--- src/rtl/traffic_light_conflict_monitor_if.sv ---
// rtl/traffic_light_conflict_monitor_if.sv - light-code inputs and lamp/fault outputs of the conflict monitor
// Optional fault_count signal present only when TLCM_FAULT_COUNT_EN is defined.
interface traffic_light_conflict_monitor_if;
   logic [1:0] highway_light;
   logic [1:0] farm_light;
   logic       clear_fault;
   logic       hw_red;
   logic       hw_yel;
   logic       hw_grn;
   logic       fm_red;
   logic       fm_yel;
   logic       fm_grn;
   logic       fault;
   logic [1:0] fault_code;
`ifdef TLCM_FAULT_COUNT_EN
   logic [7:0] fault_count;
`endif

   modport master (
      output highway_light, farm_light, clear_fault,
      input  hw_red, hw_yel, hw_grn, fm_red, fm_yel, fm_grn, fault, fault_code
`ifdef TLCM_FAULT_COUNT_EN
      , input fault_count
`endif
   );

   modport slave (
      input  highway_light, farm_light, clear_fault,
      output hw_red, hw_yel, hw_grn, fm_red, fm_yel, fm_grn, fault, fault_code
`ifdef TLCM_FAULT_COUNT_EN
      , output fault_count
`endif
   );
endinterface

--- src/rtl/traffic_light_conflict_monitor.sv ---
// rtl/traffic_light_conflict_monitor.sv - lamp driver with light-sequence safety checks and flashing-red fail-safe
// Define TLCM_FAULT_COUNT_EN to add the saturating fault_count output.
module traffic_light_conflict_monitor #(
   parameter int MIN_YELLOW  = 3,
   parameter int INVALID_TOL = 2,
   parameter int FLASH_HALF  = 8
) (
   input logic                             clk,
   input logic                             rst,
   traffic_light_conflict_monitor_if.slave bus
);
   typedef enum logic {ST_MON, ST_FLASH} state_t;

   localparam logic [1:0] C_GRN = 2'b00;
   localparam logic [1:0] C_YEL = 2'b01;
   localparam logic [1:0] C_RED = 2'b10;
   localparam logic [1:0] C_INV = 2'b11;

   localparam logic [1:0] FC_CONFLICT = 2'b00;
   localparam logic [1:0] FC_ILLEGAL  = 2'b01;
   localparam logic [1:0] FC_SHORT_Y  = 2'b10;
   localparam logic [1:0] FC_INVALID  = 2'b11;

   localparam int YW = $clog2(MIN_YELLOW + 1);
   localparam int IW = $clog2(INVALID_TOL + 1);
   localparam int FW = $clog2(FLASH_HALF + 1);
   localparam logic [YW-1:0] YMAX  = YW'(MIN_YELLOW);
   localparam logic [IW-1:0] IMAX  = IW'(INVALID_TOL);
   localparam logic [FW-1:0] FLAST = FW'(FLASH_HALF - 1);

   // Index 0 is the highway approach, index 1 the farm approach.
   state_t        r_state, w_state;
   logic [1:0]    r_prev [2];
   logic [1:0]    w_prev [2];
   logic [YW-1:0] r_ycnt [2];
   logic [YW-1:0] w_ycnt [2];
   logic [IW-1:0] r_icnt [2];
   logic [IW-1:0] w_icnt [2];
   logic [1:0]    r_red, w_red;
   logic [1:0]    r_yel, w_yel;
   logic [1:0]    r_grn, w_grn;
   logic          r_fault, w_fault;
   logic [1:0]    r_fcode, w_fcode;
   logic [FW-1:0] r_flash, w_flash;
`ifdef TLCM_FAULT_COUNT_EN
   logic [7:0]    r_fault_count, w_fault_count;
`endif

   logic [1:0]    w_code [2];
   logic          w_conflict;
   logic [1:0]    w_short;
   logic [1:0]    w_illegal;
   logic [1:0]    w_inv_over;
   logic          w_violation;
   logic          w_clear_ok;

   always_comb begin
      w_code[0]  = bus.highway_light;
      w_code[1]  = bus.farm_light;
      w_conflict = ((w_code[0] == C_GRN) || (w_code[0] == C_YEL)) &&
                   ((w_code[1] == C_GRN) || (w_code[1] == C_YEL));
      for (int a = 0; a < 2; a++) begin
         w_short[a]    = (r_prev[a] == C_YEL) && (w_code[a] == C_RED) && (r_ycnt[a] < YMAX);
         w_illegal[a]  = ((r_prev[a] == C_GRN) && (w_code[a] == C_RED)) ||
                         ((r_prev[a] == C_YEL) && (w_code[a] == C_GRN)) ||
                         ((r_prev[a] == C_RED) && (w_code[a] == C_YEL));
         w_inv_over[a] = (w_code[a] == C_INV) && (r_icnt[a] == IMAX);
      end
      w_violation = w_conflict || (|w_short) || (|w_illegal) || (|w_inv_over);
      w_clear_ok  = bus.clear_fault && (w_code[0] == C_RED) && (w_code[1] == C_RED);
   end

   always_comb begin
      w_state = r_state;
      w_prev  = r_prev;
      w_ycnt  = r_ycnt;
      w_icnt  = r_icnt;
      w_red   = r_red;
      w_yel   = r_yel;
      w_grn   = r_grn;
      w_fault = r_fault;
      w_fcode = r_fcode;
      w_flash = r_flash;
`ifdef TLCM_FAULT_COUNT_EN
      w_fault_count = r_fault_count;
`endif
      case (r_state)
         ST_MON: begin
            if (w_violation) begin
               w_state = ST_FLASH;
               w_fault = 1'b1;
               w_red   = 2'b11;
               w_yel   = 2'b00;
               w_grn   = 2'b00;
               w_flash = '0;
               if (w_conflict)       w_fcode = FC_CONFLICT;
               else if (|w_short)    w_fcode = FC_SHORT_Y;
               else if (|w_illegal)  w_fcode = FC_ILLEGAL;
               else                  w_fcode = FC_INVALID;
`ifdef TLCM_FAULT_COUNT_EN
               if (r_fault_count != 8'hFF) w_fault_count = r_fault_count + 8'd1;
`endif
            end else begin
               for (int a = 0; a < 2; a++) begin
                  if (w_code[a] != C_INV) begin
                     w_red[a]  = (w_code[a] == C_RED);
                     w_yel[a]  = (w_code[a] == C_YEL);
                     w_grn[a]  = (w_code[a] == C_GRN);
                     w_prev[a] = w_code[a];
                     w_icnt[a] = '0;
                     if (w_code[a] != C_YEL)   w_ycnt[a] = '0;
                     else if (r_ycnt[a] != YMAX) w_ycnt[a] = r_ycnt[a] + 1'b1;
                  end else begin
                     // Below IMAX here, otherwise the invalid check above has fired.
                     w_icnt[a] = r_icnt[a] + 1'b1;
                  end
               end
            end
         end
         ST_FLASH: begin
            if (w_clear_ok) begin
               w_state = ST_MON;
               w_fault = 1'b0;
               w_fcode = FC_CONFLICT;
               w_red   = 2'b11;
               w_yel   = 2'b00;
               w_grn   = 2'b00;
               w_prev  = '{C_RED, C_RED};
               w_ycnt  = '{'0, '0};
               w_icnt  = '{'0, '0};
               w_flash = '0;
            end else if (r_flash == FLAST) begin
               w_red   = {~r_red[0], ~r_red[0]};
               w_flash = '0;
            end else begin
               w_flash = r_flash + 1'b1;
            end
         end
         default: w_state = ST_MON;
      endcase
   end

   always_ff @(posedge clk) begin
      if (rst) begin
         r_state <= ST_MON;
         r_prev  <= '{C_RED, C_RED};
         r_ycnt  <= '{'0, '0};
         r_icnt  <= '{'0, '0};
         r_red   <= 2'b11;
         r_yel   <= 2'b00;
         r_grn   <= 2'b00;
         r_fault <= 1'b0;
         r_fcode <= FC_CONFLICT;
         r_flash <= '0;
`ifdef TLCM_FAULT_COUNT_EN
         r_fault_count <= 8'd0;
`endif
      end else begin
         r_state <= w_state;
         r_prev  <= w_prev;
         r_ycnt  <= w_ycnt;
         r_icnt  <= w_icnt;
         r_red   <= w_red;
         r_yel   <= w_yel;
         r_grn   <= w_grn;
         r_fault <= w_fault;
         r_fcode <= w_fcode;
         r_flash <= w_flash;
`ifdef TLCM_FAULT_COUNT_EN
         r_fault_count <= w_fault_count;
`endif
      end
   end

   assign bus.hw_red     = r_red[0];
   assign bus.hw_yel     = r_yel[0];
   assign bus.hw_grn     = r_grn[0];
   assign bus.fm_red     = r_red[1];
   assign bus.fm_yel     = r_yel[1];
   assign bus.fm_grn     = r_grn[1];
   assign bus.fault      = r_fault;
   assign bus.fault_code = r_fcode;
`ifdef TLCM_FAULT_COUNT_EN
   assign bus.fault_count = r_fault_count;
`endif
endmodule

--- src/flat_wrapper.sv ---
// flat-port wrapper written by rule: the top's interface ports become plain ports
module traffic_light_conflict_monitor_flat 
#(
   parameter int MIN_YELLOW  = 3,
   parameter int INVALID_TOL = 2,
   parameter int FLASH_HALF  = 8
)
  (clk, rst, bus_highway_light, bus_farm_light, bus_clear_fault, bus_hw_red, bus_hw_yel, bus_hw_grn, bus_fm_red, bus_fm_yel, bus_fm_grn, bus_fault, bus_fault_code);
  traffic_light_conflict_monitor_if bus_i ();
  input logic clk;
  input logic rst;
  input wire logic [$bits(bus_i.highway_light)-1:0] bus_highway_light;
  input wire logic [$bits(bus_i.farm_light)-1:0] bus_farm_light;
  input wire logic [$bits(bus_i.clear_fault)-1:0] bus_clear_fault;
  output wire logic [$bits(bus_i.hw_red)-1:0] bus_hw_red;
  output wire logic [$bits(bus_i.hw_yel)-1:0] bus_hw_yel;
  output wire logic [$bits(bus_i.hw_grn)-1:0] bus_hw_grn;
  output wire logic [$bits(bus_i.fm_red)-1:0] bus_fm_red;
  output wire logic [$bits(bus_i.fm_yel)-1:0] bus_fm_yel;
  output wire logic [$bits(bus_i.fm_grn)-1:0] bus_fm_grn;
  output wire logic [$bits(bus_i.fault)-1:0] bus_fault;
  output wire logic [$bits(bus_i.fault_code)-1:0] bus_fault_code;
  assign bus_i.highway_light = bus_highway_light;
  assign bus_i.farm_light = bus_farm_light;
  assign bus_i.clear_fault = bus_clear_fault;
  assign bus_hw_red = bus_i.hw_red;
  assign bus_hw_yel = bus_i.hw_yel;
  assign bus_hw_grn = bus_i.hw_grn;
  assign bus_fm_red = bus_i.fm_red;
  assign bus_fm_yel = bus_i.fm_yel;
  assign bus_fm_grn = bus_i.fm_grn;
  assign bus_fault = bus_i.fault;
  assign bus_fault_code = bus_i.fault_code;
  traffic_light_conflict_monitor #(.MIN_YELLOW(MIN_YELLOW), .INVALID_TOL(INVALID_TOL), .FLASH_HALF(FLASH_HALF)) u_core (.clk(clk), .rst(rst), .bus(bus_i));
endmodule
--- config.mk ---
export PLATFORM = sky130hd
export DESIGN_NAME = traffic_light_conflict_monitor_flat
export DESIGN_NICKNAME = d
export VERILOG_FILES = /design/src/rtl/traffic_light_conflict_monitor_if.sv /design/src/rtl/traffic_light_conflict_monitor.sv /design/src/flat_wrapper.sv
export SDC_FILE = /design/constraint.sdc
export NUM_CORES = 1
export LEC_CHECK = 0
export ABC_AREA = 1
export BUFFER_PORTS_ARGS = -buffer_cell sky130_fd_sc_hd__buf_2
export CORE_MARGIN = 5
export CORE_UTILIZATION = 51
export DETAILED_ROUTE_END_ITERATION = 10
export PLACE_DENSITY = 0.74
export REMOVE_ABC_BUFFERS = 1
export SYNTH_ARGS = -nofsm -noshare
export SYNTH_HDL_FRONTEND = slang
export SYNTH_SLANG_ARGS = --single-unit
--- constraint.sdc ---
create_clock -name clk -period 1.3 [get_ports clk]
set_input_delay 0.26 -clock clk [delete_from_list [all_inputs] [get_ports clk]]
set_output_delay 0.26 -clock clk [all_outputs]
set_load 0.05 [all_outputs]
==> metrics.txt <==
status=finished, violations left; number of diodes=0; Synth Flop Type=dfxtp_1; post-DP HPWL=about 2700 um; routed via count=about 1500; P_leak=0.945 nW; Max FO, Critical Path=5; GRT Util Overall=0.190; core area=between 2000 and 3000 um2; Die Y=62.9 um; Cell Area, Synth=1430 um2; post-synthesis compound-gate area fraction=0.108; Slew Limit Fails=0; r2r setup slk=-0.32 ns; max capacitance violation total=0; Total Power=2.41 mW; Final setup viols=26; worst hold stages=3; Die Width=62.9 um; HP Start=rst; Crit path required time=between 1.5 and 2 ns; Hold Buf Count CTS=0; adder-cell share of the synthesized area=0.0439; ys async rst share=0; Syn Area/Cell=a little under 7 um2; worst skew pair latency=between 0.3 and 0.4 ns; die area=~4000 um2; post-synthesis mux area share=0; Sink Count=26; r2r startpoint=u_core.r_ycnt[2]; first-pass GRT wire length=6170 um; Worst IR Drop VDD=0.856 mV; Final Hold Viols=0; min-delay worst type=in -> reg; largest family of logic cells by synthesized area=simple AND/OR/NAND/NOR gates; Synth Area in Simple Gates=0.382; Ys Warns=0; Final nets=274; clk root buf=clkbuf_4; area grow syn2layout=43.8%; Avg WL per Cell=13.9 um; post-route ant nets=0; global route overflow=0; H-tree levels=1; worst reg2reg path depth=10; fin worst setup slack=-0.315 ns; drt drc=0; Setup CP Type=reg -> reg; cells after synthesis=between 200 and 250; Unique masters post-synth=27; Post-synth EDFFs=0; post-route clock period utilization=1.24; synthesized flop and latch total=26; Placer Congestion=~0.9; row count=19; I/O Pins=16; WHS Endpoint=u_core.r_prev[2]; Min Clock Period, post-route=1.62 ns; register area share after synthesis=0.365; Initial Util=0.526; Fmax=slightly above 600 MHz; Pwr Density=1170 nW/um2; worst clock skew=0.00485 ns; Final Core Density=0.757; RSZ-0062 raised after global routing=yes; number of buffers added on ports=15; largest net degree at the start of global routing=14; pre-CTS setup slack=-0.331 ns; Setup crit start kind=flip-flop; clk buf depth=2; Iter 0 DRT Violations=between 50 and 60; post-route setup TNS=-6.67 ns; layout cells sized above 1=0.469; failing checks=negative setup slack; TritonRoute pass-1 iters=4; CTS tree=built; DRT Wirelength=4050 um; CP Capture Type=flip-flop; worst slew pin tran=0.450 ns; reg2reg end=u_core.r_red[1]; initial antenna violation count=0; Vias/cell=5.22; number of global-route vias before repair=1441; clk slew on worst S/H paths=0.13 ns; Relative slew margins=0.697; XOR/XNOR Fraction of Synth Area=0.00614; Num CTS Buffers=3; crit path DAT=between 1.5 and 2 ns
flip-flops by register name (all words and copies together), names as in the netlist:
name                   flops
u_core.bus.fault           1
u_core.bus.fault_code      2
u_core.r_flash             4
u_core.r_grn               2
u_core.r_icnt              4
u_core.r_prev              4
u_core.r_red               2
u_core.r_state             1
u_core.r_ycnt              4
u_core.r_yel               2
per-layer routing:
layer	share of wire	GRT usage	up-vias
met1	0.40	0.240	697
met2	0.52	0.326	39
met4	0.029	0.0610	0
met5	0	0	-
met3	0.050	0.0288	13
li1	-	-	770
Yosys cell counts (2+ instances only):
cell,n,area share
a21oi_1,13,0.046
nand2_2,3,0.013
inv_1,24,0.063
nand3_2,7,0.049
nor2_1,25,0.066
nand3_1,16,0.056
nand2_1,50,0.13
nor2_4,2,0.016
o21ai_0,10,0.035
nand4_1,3,0.013
inv_2,5,0.013
dfxtp_1,26,0.36
ha_1,5,0.044
a21oi_2,2,0.012
or2_0,2,0.0088
nand2_4,2,0.016
layout make-up:
type,instances,area [um2]
Clock buffer,3,22.5
Fill cell,188,659
Multi-Input combinational cell,147,960
Sequential cell,26,536
Timing Repair Buffer,54,379
Inverter,30,115
Tap cell,31,38.8
where the power goes:
part           total [mW]  switching (mW)  internal [mW]
combinational        1.10           0.661          0.441
sequential          0.969          0.0749          0.894
clock               0.335           0.226          0.109
critical path, cell delays in order (launching register included):
cell and delay, ns:
dfxtp_2 0.39, ha_4 0.15, nor2_1 0.05, nand2_1 0.12
nand3_4 0.09, nor2_4 0.13, nand2_4 0.10, o21ai_0 0.26
inv_1 0.08, nand2_1 0.08, nand3_1 0.06
through the flow:
stage          instance area (um2)  std cells  hold WS (ns)
2_1_floorplan                 1400        203         0.322
3_3_place_gp                  1760        281         0.438
6_report                      2050        291         0.332
5_1_grt                       2050        291         0.324
3_5_place_dp                  1760        281         0.445
4_1_cts                       1890        288         0.307
cells in the final DEF, fill, tap and decap left out, types with 2 or more instances in the layout:
| cell | synthesis | final |
|---|---|---|
| nand3_4 | 0 | 6 |
| dfxtp_2 | 0 | 9 |
| nand4_1 | 3 | 3 |
| a21oi_2 | 2 | 8 |
| ha_4 | 0 | 2 |
| nand3_2 | 7 | 7 |
| or2_0 | 2 | 2 |
| nor2_1 | 25 | 21 |
| buf_4 | 0 | 36 |
| nand2_2 | 3 | 12 |
| a21oi_1 | 13 | 7 |
| buf_6 | 0 | 3 |
| clkbuf_4 | 0 | 3 |
| o21ai_1 | 0 | 2 |
| inv_2 | 5 | 8 |
| nand3_1 | 16 | 10 |
| inv_1 | 24 | 20 |
| nand2_1 | 50 | 41 |
| nor2_4 | 2 | 6 |
| buf_2 | 1 | 15 |
| dfxtp_1 | 26 | 16 |
| ha_1 | 5 | 2 |
| o21ai_0 | 10 | 7 |
timing repair:
action | CTS | global route
gates cloned | 0 | 0
pin swaps | 9 | 15
gates resized for setup | 23 | 41
endpoints found under the setup margin | 26 | 26
setup buffers | 4 | 3
worst max path at each step:
stage,startpoint,endpoint,slack [ns],cells past startpoint
CTS,u_core.r_ycnt[3],u_core.r_ycnt[0],-0.24,12
global route,u_core.r_ycnt[2],u_core.r_red[1],-0.39,10
detailed placement,u_core.r_ycnt[0],u_core.r_icnt[0],-0.33,11
floorplan,u_core.r_ycnt[0],u_core.r_icnt[0],-0.19,11
global placement,u_core.r_ycnt[1],u_core.r_icnt[2],-0.29,11
finish,u_core.r_ycnt[2],u_core.r_red[1],-0.32,10
cell families (layout without fill, tap and decap cells):
logic type	after synthesis	in the layout
XOR/XNOR	1	1
adder cells (fa/ha/maj)	5	5
flip-flops	26	26
AO/OA/AOI/OAI	28	28
AND/OR/NAND/NOR	113	113
buffers and inverters	33	87
(Power assumes the default switching activity.)
